### config.mk
export PLATFORM = sky130hd
export DESIGN_NAME = uart_cmd_engine_flat
export DESIGN_NICKNAME = d
export VERILOG_FILES = /design/src/rtl/uart_cmd_engine_if.sv /design/src/rtl/uart_cmd_engine.sv /design/src/flat_wrapper.sv
export SDC_FILE = /design/constraint.sdc
export NUM_CORES = 1
export LEC_CHECK = 0
export CORE_UTILIZATION = 55
export CTS_CLUSTER_DIAMETER = 50
export CTS_CLUSTER_SIZE = 20
export DETAILED_ROUTE_END_ITERATION = 8
export PLACE_DENSITY = 0.83
export SLEW_MARGIN = 15
export SYNTH_ARGS = -nofsm -noshare
export SYNTH_HDL_FRONTEND = slang
export SYNTH_SLANG_ARGS = --single-unit
export TNS_END_PERCENT = 100
### constraint.sdc
create_clock -name clk -period 3.6 [get_ports clk]
set_input_delay 0.54 -clock clk [delete_from_list [all_inputs] [get_ports clk]]
set_output_delay 0.54 -clock clk [all_outputs]
set_load 0.02 [all_outputs]
### src/rtl/uart_cmd_engine_if.sv
// Pin-level bundle between the UART command engine and the board:
// serial lines plus the channel bank and status strobes.
`timescale 1ns/1ps
interface uart_cmd_engine_if #(
  parameter int N_CH = 8
);
  logic            rx;
  logic            tx;
  logic [N_CH-1:0] led;
  logic            cmd_done;
  logic            err;
  logic            busy;

  modport master (input rx, output tx, output led, output cmd_done, output err, output busy);
  modport slave  (output rx, input tx, input led, input cmd_done, input err, input busy);
endinterface

### src/rtl/uart_cmd_engine.sv
// Full-duplex 8N1 UART with a two-byte command parser driving N_CH output
// channels; every accepted command is answered with one byte on tx.
`timescale 1ns/1ps
module uart_cmd_engine #(
  parameter int CLKS_PER_BIT = 8,
  parameter int N_CH         = 8,
  parameter int TIMEOUT_CLKS = 4096
) (
  input logic               clk,
  input logic               rst,
  uart_cmd_engine_if.master bus
);
  localparam int CNT_W = $clog2(CLKS_PER_BIT);
  localparam int TMO_W = $clog2(TIMEOUT_CLKS + 1);
  localparam logic [CNT_W-1:0] BIT_LAST  = CNT_W'(CLKS_PER_BIT - 1);
  localparam logic [CNT_W-1:0] HALF_LAST = CNT_W'(CLKS_PER_BIT / 2 - 1);
  localparam logic [TMO_W-1:0] TMO_LAST  = TMO_W'(TIMEOUT_CLKS - 1);
  localparam logic [7:0] ACK = 8'h55;
  localparam logic [7:0] NAK = 8'hEE;

  typedef enum logic [1:0] {R_IDLE, R_START, R_DATA, R_STOP} rx_state_t;
  typedef enum logic [2:0] {T_IDLE, T_START, T_DATA, T_STOP, T_GAP} tx_state_t;
  typedef enum logic [1:0] {P_IDLE, P_WAIT_ARG, P_EXEC, P_RESP} p_state_t;

  // Synchroniser stage p0/p1; p2 keeps the previous synchronised level for edge detection
  logic rx_p0, rx_p1, rx_p2;
  always_ff @(posedge clk or posedge rst) begin
    if (rst) begin
      rx_p0 <= 1'b1;
      rx_p1 <= 1'b1;
      rx_p2 <= 1'b1;
    end else begin
      rx_p0 <= bus.rx;
      rx_p1 <= rx_p0;
      rx_p2 <= rx_p1;
    end
  end

  rx_state_t        rx_state, rx_state_n;
  logic [CNT_W-1:0] rx_cnt, rx_cnt_n;
  logic [2:0]       rx_bit, rx_bit_n;
  logic [7:0]       rx_shift, rx_shift_n;
  logic             rx_valid, rx_valid_n, rx_ferr, rx_ferr_n;

  always_ff @(posedge clk or posedge rst) begin
    if (rst) begin
      rx_state <= R_IDLE;
      rx_cnt   <= '0;
      rx_bit   <= '0;
      rx_shift <= '0;
      rx_valid <= 1'b0;
      rx_ferr  <= 1'b0;
    end else begin
      rx_state <= rx_state_n;
      rx_cnt   <= rx_cnt_n;
      rx_bit   <= rx_bit_n;
      rx_shift <= rx_shift_n;
      rx_valid <= rx_valid_n;
      rx_ferr  <= rx_ferr_n;
    end
  end

  always_comb begin
    rx_state_n = rx_state;
    rx_cnt_n   = rx_cnt + CNT_W'(1);
    rx_bit_n   = rx_bit;
    rx_shift_n = rx_shift;
    rx_valid_n = 1'b0;
    rx_ferr_n  = 1'b0;
    case (rx_state)
      R_IDLE: begin
        rx_cnt_n = '0;
        if (rx_p2 && !rx_p1) rx_state_n = R_START;
      end
      R_START: if (rx_cnt == HALF_LAST) begin
        // A start bit that is high again at mid-bit was a glitch
        rx_cnt_n   = '0;
        rx_bit_n   = '0;
        rx_state_n = rx_p1 ? R_IDLE : R_DATA;
      end
      R_DATA: if (rx_cnt == BIT_LAST) begin
        rx_cnt_n   = '0;
        rx_shift_n = {rx_p1, rx_shift[7:1]};
        rx_bit_n   = rx_bit + 3'd1;
        if (rx_bit == 3'd7) rx_state_n = R_STOP;
      end
      R_STOP: if (rx_cnt == BIT_LAST) begin
        rx_cnt_n   = '0;
        rx_valid_n = rx_p1;
        rx_ferr_n  = !rx_p1;
        rx_state_n = R_IDLE;
      end
      default: rx_state_n = R_IDLE;
    endcase
  end

  p_state_t         p_state, p_state_n;
  logic [7:0]       op, op_n, ch, ch_n, resp, resp_n, led_byte;
  logic [TMO_W-1:0] tmo, tmo_n;
  logic [N_CH-1:0]  led, led_n;
  logic             tx_go, tx_go_n, cmd_done, cmd_done_n, err, err_n;
  logic             tx_done;

  always_comb begin
    led_byte = '0;
    led_byte[N_CH-1:0] = led;
  end

  always_ff @(posedge clk or posedge rst) begin
    if (rst) begin
      p_state  <= P_IDLE;
      op       <= '0;
      ch       <= '0;
      tmo      <= '0;
      resp     <= '0;
      tx_go    <= 1'b0;
      led      <= '0;
      cmd_done <= 1'b0;
      err      <= 1'b0;
    end else begin
      p_state  <= p_state_n;
      op       <= op_n;
      ch       <= ch_n;
      tmo      <= tmo_n;
      resp     <= resp_n;
      tx_go    <= tx_go_n;
      led      <= led_n;
      cmd_done <= cmd_done_n;
      err      <= err_n;
    end
  end

  always_comb begin
    p_state_n  = p_state;
    op_n       = op;
    ch_n       = ch;
    tmo_n      = tmo;
    resp_n     = resp;
    tx_go_n    = 1'b0;
    led_n      = led;
    cmd_done_n = 1'b0;
    err_n      = rx_ferr;
    case (p_state)
      P_IDLE: if (rx_valid) begin
        op_n = rx_shift;
        case (rx_shift)
          8'hA1, 8'hA2, 8'hA3: begin
            tmo_n     = '0;
            p_state_n = P_WAIT_ARG;
          end
          8'hB1, 8'hC1: p_state_n = P_EXEC;
          default: begin
            resp_n    = NAK;
            err_n     = 1'b1;
            tx_go_n   = 1'b1;
            p_state_n = P_RESP;
          end
        endcase
      end
      P_WAIT_ARG: begin
        if (rx_valid) begin
          ch_n      = rx_shift;
          p_state_n = P_EXEC;
        end else if (rx_ferr || tmo == TMO_LAST) begin
          resp_n    = NAK;
          err_n     = 1'b1;
          tx_go_n   = 1'b1;
          p_state_n = P_RESP;
        end else begin
          tmo_n = tmo + TMO_W'(1);
        end
      end
      P_EXEC: begin
        p_state_n  = P_RESP;
        tx_go_n    = 1'b1;
        resp_n     = ACK;
        cmd_done_n = 1'b1;
        if (rx_valid) err_n = 1'b1;
        if (op == 8'hB1) begin
          resp_n = led_byte;
        end else if (op == 8'hC1) begin
          led_n = '0;
        end else if (ch >= 8'(N_CH)) begin
          resp_n     = NAK;
          cmd_done_n = 1'b0;
          err_n      = 1'b1;
        end else begin
          for (int i = 0; i < N_CH; i++) begin
            if (ch == 8'(i)) begin
              if (op == 8'hA1)      led_n[i] = 1'b1;
              else if (op == 8'hA2) led_n[i] = 1'b0;
              else                  led_n[i] = ~led[i];
            end
          end
        end
      end
      P_RESP: begin
        // No queueing: a byte finishing while the reply is out is lost
        if (rx_valid) err_n = 1'b1;
        if (tx_done) p_state_n = P_IDLE;
      end
      default: p_state_n = P_IDLE;
    endcase
  end

  tx_state_t        tx_state, tx_state_n;
  logic [CNT_W-1:0] tx_cnt, tx_cnt_n;
  logic [2:0]       tx_bit, tx_bit_n;
  logic [7:0]       tx_shift, tx_shift_n;
  logic             tx_line, tx_line_n;

  always_ff @(posedge clk or posedge rst) begin
    if (rst) begin
      tx_state <= T_IDLE;
      tx_cnt   <= '0;
      tx_bit   <= '0;
      tx_shift <= '0;
      tx_line  <= 1'b1;
    end else begin
      tx_state <= tx_state_n;
      tx_cnt   <= tx_cnt_n;
      tx_bit   <= tx_bit_n;
      tx_shift <= tx_shift_n;
      tx_line  <= tx_line_n;
    end
  end

  always_comb begin
    tx_state_n = tx_state;
    tx_cnt_n   = tx_cnt + CNT_W'(1);
    tx_bit_n   = tx_bit;
    tx_shift_n = tx_shift;
    tx_line_n  = tx_line;
    tx_done    = 1'b0;
    case (tx_state)
      T_IDLE: begin
        tx_cnt_n = '0;
        if (tx_go) begin
          tx_shift_n = resp;
          tx_line_n  = 1'b0;
          tx_state_n = T_START;
        end
      end
      T_START: if (tx_cnt == BIT_LAST) begin
        tx_cnt_n   = '0;
        tx_bit_n   = '0;
        tx_line_n  = tx_shift[0];
        tx_state_n = T_DATA;
      end
      T_DATA: if (tx_cnt == BIT_LAST) begin
        tx_cnt_n   = '0;
        tx_shift_n = {1'b0, tx_shift[7:1]};
        tx_bit_n   = tx_bit + 3'd1;
        if (tx_bit == 3'd7) begin
          tx_line_n  = 1'b1;
          tx_state_n = T_STOP;
        end else begin
          tx_line_n = tx_shift[1];
        end
      end
      T_STOP: if (tx_cnt == BIT_LAST) begin
        tx_cnt_n   = '0;
        tx_state_n = T_GAP;
      end
      T_GAP: if (tx_cnt == BIT_LAST) begin
        // Idle bit-time guarantees spacing before the next reply frame
        tx_cnt_n   = '0;
        tx_state_n = T_IDLE;
        tx_done    = 1'b1;
      end
      default: tx_state_n = T_IDLE;
    endcase
  end

  assign bus.tx       = tx_line;
  assign bus.led      = led;
  assign bus.cmd_done = cmd_done;
  assign bus.err      = err;
  assign bus.busy     = (p_state != P_IDLE) || (tx_state != T_IDLE);
endmodule
### src/flat_wrapper.sv
// flat-port wrapper written by rule: the top's interface ports become plain ports
module uart_cmd_engine_flat 
#(
  parameter int CLKS_PER_BIT = 8,
  parameter int N_CH         = 8,
  parameter int TIMEOUT_CLKS = 4096
)
  (clk, rst, bus_rx, bus_tx, bus_led, bus_cmd_done, bus_err, bus_busy);
  uart_cmd_engine_if #(.N_CH(N_CH)) bus_i ();
  input logic clk;
  input logic rst;
  input wire logic [$bits(bus_i.rx)-1:0] bus_rx;
  output wire logic [$bits(bus_i.tx)-1:0] bus_tx;
  output wire logic [$bits(bus_i.led)-1:0] bus_led;
  output wire logic [$bits(bus_i.cmd_done)-1:0] bus_cmd_done;
  output wire logic [$bits(bus_i.err)-1:0] bus_err;
  output wire logic [$bits(bus_i.busy)-1:0] bus_busy;
  assign bus_i.rx = bus_rx;
  assign bus_tx = bus_i.tx;
  assign bus_led = bus_i.led;
  assign bus_cmd_done = bus_i.cmd_done;
  assign bus_err = bus_i.err;
  assign bus_busy = bus_i.busy;
  uart_cmd_engine #(.CLKS_PER_BIT(CLKS_PER_BIT), .N_CH(N_CH), .TIMEOUT_CLKS(TIMEOUT_CLKS)) u_core (.clk(clk), .rst(rst), .bus(bus_i));
endmodule
==> impl_metrics.env, run 1 <==
export IMPL_outcome="finished clean"
export IMPL_wl_um=8750
export IMPL_place_congestion=0.894
export IMPL_worst_slew_pin_slew_ns=0.760
export IMPL_synth_simple_area_share_pct=15.6
export IMPL_ant_nets=0
export IMPL_synth_top_family_by_area="compound AO/OA/AOI/OAI gates"
export IMPL_finalHoldViolCount=0
export IMPL_die_x_um=93.4
export IMPL_reg2reg_to="u_core.tmo[11]"
export IMPL_min_to="u_core.rx_p1"
export IMPL_slew_headroom_pct=49.3
export IMPL_rows=32
export IMPL_synth_top_area_share_pct=46.3
export IMPL_syn_instance_count=439
export IMPL_cts_buffers=9
export IMPL_dr_pass1_iters=4
export IMPL_cp_arrival_ns=1.92
export IMPL_grt_max_degree=47
export IMPL_tritoncts="yes"
export IMPL_power_mw=2.99
export IMPL_start_kind="register"
export IMPL_fp_dieArea_um2=8730
export IMPL_core_area_um2=7890
export IMPL_synthesis_area_um2=4600
export IMPL_max_freq_mhz=406
export IMPL_route_detailed_drc=0
export IMPL_post_cts_setup_buffer_count=0
export IMPL_port_buffers=14
export IMPL_synthTopCellsByArea="dfrtp_1 46%, mux2_2 7.6%, ha_1 4.1%"
export IMPL_fin_nets=468
export IMPL_synth_avg_cell_area_um2=10.5
export IMPL_skew_ns=0.0130
export IMPL_max_cap_violations=0
export IMPL_tns_ns=0
export IMPL_synth_xor_area_share_pct=1.71
export IMPL_hp_start="u_core.rx_p0"
export IMPL_final_setup_viol_count=0
export IMPL_crit_family="buffers and inverters"
export IMPL_nFillCells=607
export IMPL_grt_pass1_wl_um=15100
export IMPL_synth_compound_area_share_pct=16.3
export IMPL_slew_viol_final=0
export IMPL_stdcell_area_um2=5030
export IMPL_worstSetupEndpointType="output pin"
export IMPL_wl_per_cell_um=15.7
export IMPL_cp_depth=4
export IMPL_die_y_um=93.4
export IMPL_ir_worst_vdd_v=0.000352
export IMPL_gr_total_overflow=0
export IMPL_via_per_inst=6.05
export IMPL_yosysSeqAreaShare_pct=48.6
export IMPL_area_growth_pct=9.53
export IMPL_track_usage_pct=22.1
export IMPL_cts_resized=0
export IMPL_post_route_min_period_ns=2.46
export IMPL_start_util_pct=58.3
export IMPL_cts_path_max_buffers=2
export IMPL_num_io_pins=15
export IMPL_synth_nets=457
export IMPL_drt_iter0_markers=213
export IMPL_placedInstanceArea_um2=4830
export IMPL_p_per_area_nw_per_um2=594
export IMPL_wl_met3_um=358
export IMPL_dr_max_layer_used="met4"
export IMPL_wl_met2_um=4250
export IMPL_drive_gt1_share_pct=15.6
export IMPL_hold_class="reg -> reg"
export IMPL_clock_tree_root_cell="clkbuf_8"
export IMPL_whs_path_depth=0
export IMPL_h_tree_depth=3
export IMPL_max_stage_delay_ns=0.56
export IMPL_yosys_warnings=0
export IMPL_clk_pin_slew_worst_paths_ns=0.08
export IMPL_insertion_delay_ns=0.37
export IMPL_r2r_cells=7
export IMPL_synth_cell_type_count=62
export IMPL_p_leak_nw=2.26
export IMPL_synth_seq_cells=89
export IMPL_postCtsHoldBufs=0
export IMPL_synth_edf_count=0
export IMPL_path_class="reg -> out"
export IMPL_period_share_pct=68.4
export IMPL_ys_flop_type="dfrtp_1"
export IMPL_crit_buf_inv=2
export IMPL_cpMaxStageDelayCell="clkdlybuf4s50_1"
export IMPL_synthMuxAreaShare_pct=10.4
export IMPL_wl_met1_um=4020
export IMPL_dpl_hpwl_um=6260
export IMPL_grt_pass1_vias=3282
export IMPL_clkSinkCount=89
export IMPL_diodes=0
export IMPL_r2r_start="u_core.p_state[1]"
export IMPL_synthAdderAreaFrac_pct=4.08
export IMPL_crit_path_max_fanout=8
export IMPL_antenna_found_initial=0
export IMPL_yosysTopAreaCell="dfrtp_1"
export IMPL_num_vias=3372
export IMPL_r2r_slack_ns=1.34
export IMPL_path_cells="inv_1 -> ha_1 -> nand3_1 -> clkdlybuf4s50_1"
export IMPL_rsz0062_at_grt="no"
export IMPL_async_flop_share_pct=100
export IMPL_required_ns=3.06
routing by layer:
| layer | track usage, % | vias up |
|---|---|---|
| met5 | 0 | - |
| met4 | 9.36 | 0 |
| met3 | 4.15 | 14 |
| met2 | 34.5 | 60 |
| met1 | 30.5 | 1676 |
| li1 | - | 1622 |
flip-flops by register name, summed over array words and instances (netlist names), 2 cells and up, named ones only:
signal           cells
u_core.tx_cnt        3
u_core.tx_bit        3
u_core.p_state       2
u_core.tx_shift      8
u_core.bus.led       8
u_core.ch            8
u_core.op            8
u_core.tx_state      3
u_core.rx_shift      8
u_core.tmo          13
u_core.rx_bit        3
u_core.rx_cnt        3
u_core.resp          8
worst reg2reg max path, stage by stage (launching register included):
cell,delay (ns)
dfrtp_1,0.41
inv_1,0.09
ha_1,0.27
and2b_1,0.21
nand2_2,0.13
nor3_1,0.31
or4b_2,0.61
a21oi_1,0.17
per-stage QoR:
step           utilization (%)  hold WS (ns)  setup WS, ns  instances
2_1_floorplan                -         0.345         0.760        439
3_3_place_gp              61.3         0.345          1.46        541
3_5_place_dp              61.3         0.353          1.35        541
4_1_cts                   63.8         0.366          1.14        557
5_1_grt                   63.8         0.370          1.04        557
6_report                  63.8         0.366          1.14        557
cell usage after synthesis (all sizes together), types with 5 or more instances:
| library cell | count |
|---|---|
| xnor2 | 9 |
| nand4 | 5 |
| o31ai | 8 |
| clkbuf | 12 |
| inv | 23 |
| nand2b | 6 |
| nor4 | 6 |
| nand3 | 12 |
| nor3 | 10 |
| a2bb2oi | 5 |
| buf | 5 |
| o21ai | 25 |
| nor2b | 8 |
| a21boi | 5 |
| nor3b | 6 |
| ha | 15 |
| dfrtp | 85 |
| a211o | 8 |
| mux2i | 13 |
| a21oi | 22 |
| nand2 | 28 |
| mux2 | 31 |
| nor2 | 29 |
logic make-up (layout without fill, tap and decap cells):
family,Yosys count,in the layout
AO/OA/AOI/OAI,110,110
XOR/XNOR,9,9
adder cells (fa/ha/maj),15,15
buffers and inverters,40,56
flip-flops,89,89
multiplexers,44,44
AND/OR/NAND/NOR,132,132
worst max path at each step:
stage                            start                          to
finish               u_core.p_state[0]                    bus_busy
global route         u_core.p_state[0]                    bus_busy
CTS                  u_core.p_state[0]                    bus_busy
detailed placement   u_core.p_state[1]              u_core.tmo[11]
global placement    u_core.rx_shift[2]               u_core.tmo[0]
floorplan                          rst  asynchronous set/reset pin
cell usage in the layout, fill, tap and decap left out, types with 4 or more instances in the layout:
cell / instances
nand4_1: 5
clkbuf_8: 9
nor3_1: 7
nor2_1: 29
nand2_1: 27
o21ai_0: 23
o31ai_1: 8
xnor2_1: 9
a2111oi_0: 4
nor2b_1: 8
dfrtp_1: 85
a2bb2oi_1: 5
o21ba_2: 4
mux2_2: 31
nand3_1: 12
nor4_1: 6
a211o_1: 8
mux2i_1: 13
a21oi_1: 22
dfstp_2: 4
nor3b_1: 6
ha_1: 15
inv_1: 21
a21boi_0: 5
nand2b_1: 6
clkdlybuf4s50_1: 14
layout make-up:
| type | count | area [um2] | share of cell area [%] |
|---|---|---|---|
| Sequential cell | 89 | 2230 | 44.3 |
| Multi-Input combinational cell | 310 | 2210 | 43.9 |
| Timing Repair Buffer | 17 | 175 | 3.48 |
| Tap cell | 102 | 128 | 2.53 |
| Clock buffer | 9 | 124 | 2.46 |
| Inverter | 23 | 87.6 | 1.74 |
| Clock inverter | 7 | 77.6 | 1.54 |
power breakdown:
group,leakage [nW],switching [mW],internal (mW)
logic,1.00,0.502,0.420
clock network,0.101,0.369,0.328
registers,1.15,0.176,1.19
total,2.26,1.05,1.94
Power figures use the tool's default switching activity.
==> inputs of run 2 (changes only) <==
==> constraint.sdc (replaced) <==
create_clock -name clk -period 2.4 [get_ports clk]
set_input_delay 0.36 -clock clk [delete_from_list [all_inputs] [get_ports clk]]
set_output_delay 0.36 -clock clk [all_outputs]
set_load 0.02 [all_outputs]
==> run 2 against run 1 <==
Against the previous run: sequential cell count unchanged; worst hold slack worse by 0.0037 ns; cell count grew 0.72%; global-route usage increased by 0.073 points; critical path type unchanged; largest cell class unchanged.
==> impl_metrics.env, run 2 (synthesis results as in run 1) <==
export IMPL_p_leak_nw=2.27
export IMPL_cp_arrival_ns=1.91
export IMPL_skew_ns=0.00791
export IMPL_seq_area_um2=2230
export IMPL_multiInputGateArea_um2=2220
export IMPL_via_per_inst=5.93
export IMPL_postCtsHoldBufs=0
export IMPL_mostFrequentLayoutCells="85 x dfrtp_1, 31 x mux2_2, 29 x nor2_1"
export IMPL_h_tree_depth=3
export IMPL_post_route_min_period_ns=2.27
export IMPL_die_x_um=93.4
export IMPL_nFillCells=614
export IMPL_tritoncts="yes"
export IMPL_clk_pin_slew_worst_paths_ns=0.08
export IMPL_place_congestion=0.832
export IMPL_cpMaxStageDelayCell="clkdlybuf4s50_1"
export IMPL_port_buffers=14
export IMPL_p_per_area_nw_per_um2=888
export IMPL_rsz0062_at_grt="no"
export IMPL_crit_buf_inv=3
export IMPL_ant_nets=0
export IMPL_grt_pass1_wl_um=15400
export IMPL_insertion_delay_ns=0.36
export IMPL_wl_per_cell_um=15.9
export IMPL_wl_um=8920
export IMPL_rows=32
export IMPL_grt_pass1_vias=3413
export IMPL_stdcell_area_um2=5070
export IMPL_final_common_cell="dfrtp_1"
export IMPL_required_ns=2.04
export IMPL_clkSinkCount=89
export IMPL_fp_dieArea_um2=8730
export IMPL_cts_buffers=9
export IMPL_slew_headroom_pct=53.8
export IMPL_antenna_found_initial=0
export IMPL_num_vias=3329
export IMPL_period_share_pct=94.8
export IMPL_ir_worst_vdd_v=0.000570
export IMPL_path_class="reg -> out"
export IMPL_track_usage_pct=22.2
export IMPL_max_freq_mhz=440
export IMPL_grt_max_degree=90
export IMPL_largest_reg_flops=13
export IMPL_area_growth_pct=10.3
export IMPL_cts_path_max_buffers=2
export IMPL_die_y_um=93.4
export IMPL_outcome="finished clean"
export IMPL_fin_nets=472
export IMPL_r2r_cells=7
export IMPL_start_util_pct=58.3
export IMPL_dpl_hpwl_um=6340
export IMPL_slew_viol_final=0
export IMPL_crit_path_max_fanout=7
export IMPL_path_cells="inv_1 -> ha_1 -> buf_4 -> nand3_1 -> clkdlybuf4s50_1"
export IMPL_r2r_slack_ns=0.20
export IMPL_diodes=0
export IMPL_cp_endpoint="bus_busy"
export IMPL_placedInstanceArea_um2=4870
export IMPL_cp_depth=5
export IMPL_crit_path_start="u_core.p_state[0]"
export IMPL_max_cap_violations=0
export IMPL_crit_family="buffers and inverters"
export IMPL_core_area_um2=7890
export IMPL_dr_pass1_iters=4
export IMPL_max_stage_delay_ns=0.61
export IMPL_reg2reg_to="u_core.tmo[11]"
export IMPL_hold_class="reg -> reg"
export IMPL_final_setup_viol_count=0
export IMPL_finalHoldViolCount=0
export IMPL_route_detailed_drc=0
export IMPL_worst_slew_pin_slew_ns=0.690
export IMPL_tns_ns=0
export IMPL_start_kind="register"
export IMPL_num_io_pins=15
export IMPL_drive_gt1_share_pct=16.6
export IMPL_gr_total_overflow=0
export IMPL_clock_tree_root_cell="clkbuf_8"
export IMPL_r2r_start="u_core.p_state[1]"
export IMPL_drt_iter0_markers=218
export IMPL_worstSetupEndpointType="output pin"
export IMPL_largest_register="u_core.tmo"
-- run 2: cell types whose count changed in the layout (fill, tap and decap cells not counted) --
cell and delta:
clkinvlp_4 +2, ha_1 -1, clkinv_2 -1, buf_4 +4
nor3_2 +1, nor3_1 -1, clkbuf_1 +1, ha_2 +1
inv_6 -2
-- run 2: worst min-delay path by stage --
stage / to / slack, ns / start / cells past startpoint
2_1_floorplan: u_core.rx_p1 / 0.35 / u_core.rx_p0 / 0
3_3_place_gp: u_core.rx_p1 / 0.35 / u_core.rx_p0 / 0
3_5_place_dp: u_core.rx_p1 / 0.35 / u_core.rx_p0 / 0
4_1_cts: u_core.rx_p1 / 0.37 / u_core.rx_p0 / 0
5_1_grt: u_core.rx_p1 / 0.37 / u_core.rx_p0 / 0
6_report: u_core.rx_p1 / 0.36 / u_core.rx_p0 / 0
-- run 2: power breakdown --
part           internal [mW]  leakage [nW]  switching, mW
Combinational          0.659          1.02          0.788
Sequential              1.79          1.15          0.244
Clock                  0.485        0.0929          0.533
Total                   2.93          2.27           1.57
-- run 2: per-layer routing --
layer / GRT usage (%) / vias up / part of all wire [%]
li1: - / 1628 / -
met3: 3.74 / 13 / 3.4
met1: 28.2 / 1641 / 45
met5: 0 / - / 0
met2: 38.7 / 47 / 50
met4: 7.18 / 0 / 1.3
-- run 2: timing repair --
action | 4_1_cts | 5_1_grt
resized for setup | 0 | 2
setup endpoints to repair | 0 | 1
setup buffers | 0 | 0
-- run 2: stage by stage --
step                      cells  hold WS (ns)  util [%]  setup WS [ns]  power, mW
after floorplan             439         0.345         -          0.308       3.12
after global placement      545         0.346      61.7          0.283       3.41
after detailed placement    545         0.354      61.7          0.156       3.52
after CTS                   561         0.366      64.2          0.126       4.54
after global routing        561         0.366      64.3         0.0451       4.78
final                       561         0.362      64.3          0.125       4.50
-- run 2: area by class of cell --
class / count / area share (%)
Inverter: 23 / 1.78
Clock inverter: 6 / 1.33
Tap cell: 102 / 2.52
Timing Repair Buffer: 21 / 4.05
Sequential cell: 89 / 44.0
Clock buffer: 10 / 2.52
Multi-Input combinational cell: 310 / 43.8
==> inputs of run 3 (changes only) <==
--- a/config.mk
+++ b/config.mk
@@ -9,7 +9,7 @@
 export CTS_CLUSTER_DIAMETER = 50
 export CTS_CLUSTER_SIZE = 20
 export DETAILED_ROUTE_END_ITERATION = 8
-export PLACE_DENSITY = 0.83
+export PLACE_DENSITY = 0.86
 export SLEW_MARGIN = 15
 export SYNTH_ARGS = -nofsm -noshare
 export SYNTH_HDL_FRONTEND = slang
==> constraint.sdc (replaced) <==
create_clock -name clk -period 1.95 [get_ports clk]
set_input_delay 0.2925 -clock clk [delete_from_list [all_inputs] [get_ports clk]]
set_output_delay 0.2925 -clock clk [all_outputs]
set_load 0.02 [all_outputs]
==> run 3 against run 2 <==
Against the previous run: the run now ends with negative setup slack left; via count is 9.2% higher; sequential cell count is the same; die area stayed put; register-to-register slack lost 0.32 ns; sequential share of layout area decreased by 4.2 points; cell area is 11% higher; critical path depth stayed put; critical path type is now reg -> reg; clock-buffer cell count is the same; clock power grew 50%; global-route usage grew 2.8 points; wire length increased by 15%; clock skew increased by 0.0025 ns.
==> impl_metrics.env, run 3 (synthesis results as in run 1) <==
export IMPL_die_x_um=93.4
export IMPL_tritoncts="yes"
export IMPL_crit_family="simple AND/OR/NAND/NOR gates"
export IMPL_power_mw=6.23
export IMPL_ant_nets=0
export IMPL_fin_util_pct=71.1
export IMPL_num_vias=3635
export IMPL_clk_pin_slew_worst_paths_ns=0.09
export IMPL_reg2reg_to="u_core.bus.led[4]"
export IMPL_start_kind="register"
export IMPL_cts_buffers=9
export IMPL_mostFrequentLayoutCells="85 x dfrtp_1, 50 x buf_4, 30 x mux2_2"
export IMPL_wl_per_cell_um=16.9
export IMPL_tns_ns=-0.418
export IMPL_drt_iter0_markers=198
export IMPL_period_share_pct=106
export IMPL_core_area_um2=7890
export IMPL_crit_path_start="u_core.ch[4]"
export IMPL_largest_reg_flops=13
export IMPL_hp_start="bus_rx"
export IMPL_max_stage_delay_ns=0.57
export IMPL_clkSinkCount=89
export IMPL_max_freq_mhz=483
export IMPL_dp_cells=581
export IMPL_fin_nets=517
export IMPL_r2r_slack_ns=-0.12
export IMPL_pre_cts_slack_ns=-0.213
export IMPL_whs_path_depth=1
export IMPL_clock_tree_root_cell="clkbuf_8"
export IMPL_start_util_pct=58.3
export IMPL_crit_buf_inv=0
export IMPL_skew_ns=0.0104
export IMPL_p_leak_nw=2.54
export IMPL_worst_slew_pin_slew_ns=0.426
export IMPL_r2r_cells=5
export IMPL_wl_um=10300
export IMPL_diodes=0
export IMPL_area_growth_pct=22.0
export IMPL_hold_class="in -> reg"
export IMPL_post_route_min_period_ns=2.07
export IMPL_placedInstanceArea_um2=5150
export IMPL_route_detailed_drc=0
export IMPL_antenna_found_initial=0
export IMPL_setup_ws_ns=-0.122
export IMPL_stdcell_area_um2=5610
export IMPL_die_y_um=93.4
export IMPL_worstSetupEndpointType="register"
export IMPL_min_to="u_core.rx_p0"
export IMPL_p_per_area_nw_per_um2=1110
export IMPL_grt_pass1_vias=3659
export IMPL_drive_gt1_share_pct=29.0
export IMPL_finalHoldViolCount=0
export IMPL_finalNonFillerCells=606
export IMPL_port_buffers=14
export IMPL_num_io_pins=15
export IMPL_cts_path_max_buffers=2
export IMPL_rsz0062_at_grt="yes"
export IMPL_r2r_start="u_core.ch[4]"
export IMPL_place_congestion=0.869
export IMPL_dpl_hpwl_um=6700
export IMPL_dr_pass1_iters=4
export IMPL_grt_pass1_wl_um=17100
export IMPL_fp_dieArea_um2=8730
export IMPL_gr_total_overflow=0
export IMPL_violations="negative setup slack"
export IMPL_max_cap_violations=0
export IMPL_h_tree_depth=3
export IMPL_largest_register="u_core.tmo"
export IMPL_path_cells="or4_4 -> or2_4 -> o31ai_1 -> a21oi_1 -> a211o_1"
export IMPL_path_class="reg -> reg"
export IMPL_crit_path_max_fanout=7
export IMPL_outcome="complete, but fails checks"
export IMPL_slew_headroom_pct=71.5
export IMPL_final_common_cell="dfrtp_1"
export IMPL_slew_viol_final=0
export IMPL_hold_ws_ns=0.344
export IMPL_ir_worst_vdd_v=0.000715
export IMPL_final_setup_viol_count=11
export IMPL_required_ns=2.19
export IMPL_cp_arrival_ns=2.31
export IMPL_track_usage_pct=25.1
export IMPL_rows=32
export IMPL_grt_max_degree=59
export IMPL_insertion_delay_ns=0.35
export IMPL_via_per_inst=6.00
export IMPL_cpMaxStageDelayCell="or4_4"
-- run 3: how the worst max path moves through the flow --
stage,end,slack (ns),cells after the start
finish,u_core.bus.led[4],-0.12,5
global route,u_core.bus.led[4],-0.16,5
CTS,u_core.bus.led[1],-0.03,5
detailed placement,u_core.bus.led[7],-0.21,5
global placement,u_core.bus.led[1],-0.14,5
floorplan,u_core.bus.led[7],-0.04,6
-- run 3: metal layers --
metal  track usage [%]  wire length [um]  vias to the layer above
li1                  -                 -                     1722
met1              32.6              4460                     1810
met2              42.5              5280                       83
met3              3.41               298                       20
met4              9.74               209                        0
met5                 0                 0                        -
-- run 3: worst register-to-register path: stages (launching register included) --
cell and delay, ns:
dfrtp_1 0.39, or4_4 0.57, or2_4 0.31, o31ai_1 0.32, a21oi_1 0.15, a211o_1 0.24
-- run 3: timing repair --
action | CTS | global route
setup buffers | 2 | 7
pin swaps | 5 | 8
resized for setup | 14 | 26
endpoints found under the setup margin | 11 | 29
hold buffers | 0 | 0
-- run 3: layout make-up --
cell class / count / area, um2
clock buffers: 10 / 128
multi-input cells: 310 / 2370
inverters: 23 / 90.1
fillers: 520 / 2280
repair buffers: 66 / 542
flip-flops and latches: 89 / 2230
clock inverters: 6 / 116
well taps: 102 / 128
-- run 3: where the power goes --
group | switching (mW) | internal, mW
Sequential | 0.300 | 2.20
Clock | 0.670 | 0.859
Combinational | 1.12 | 1.07
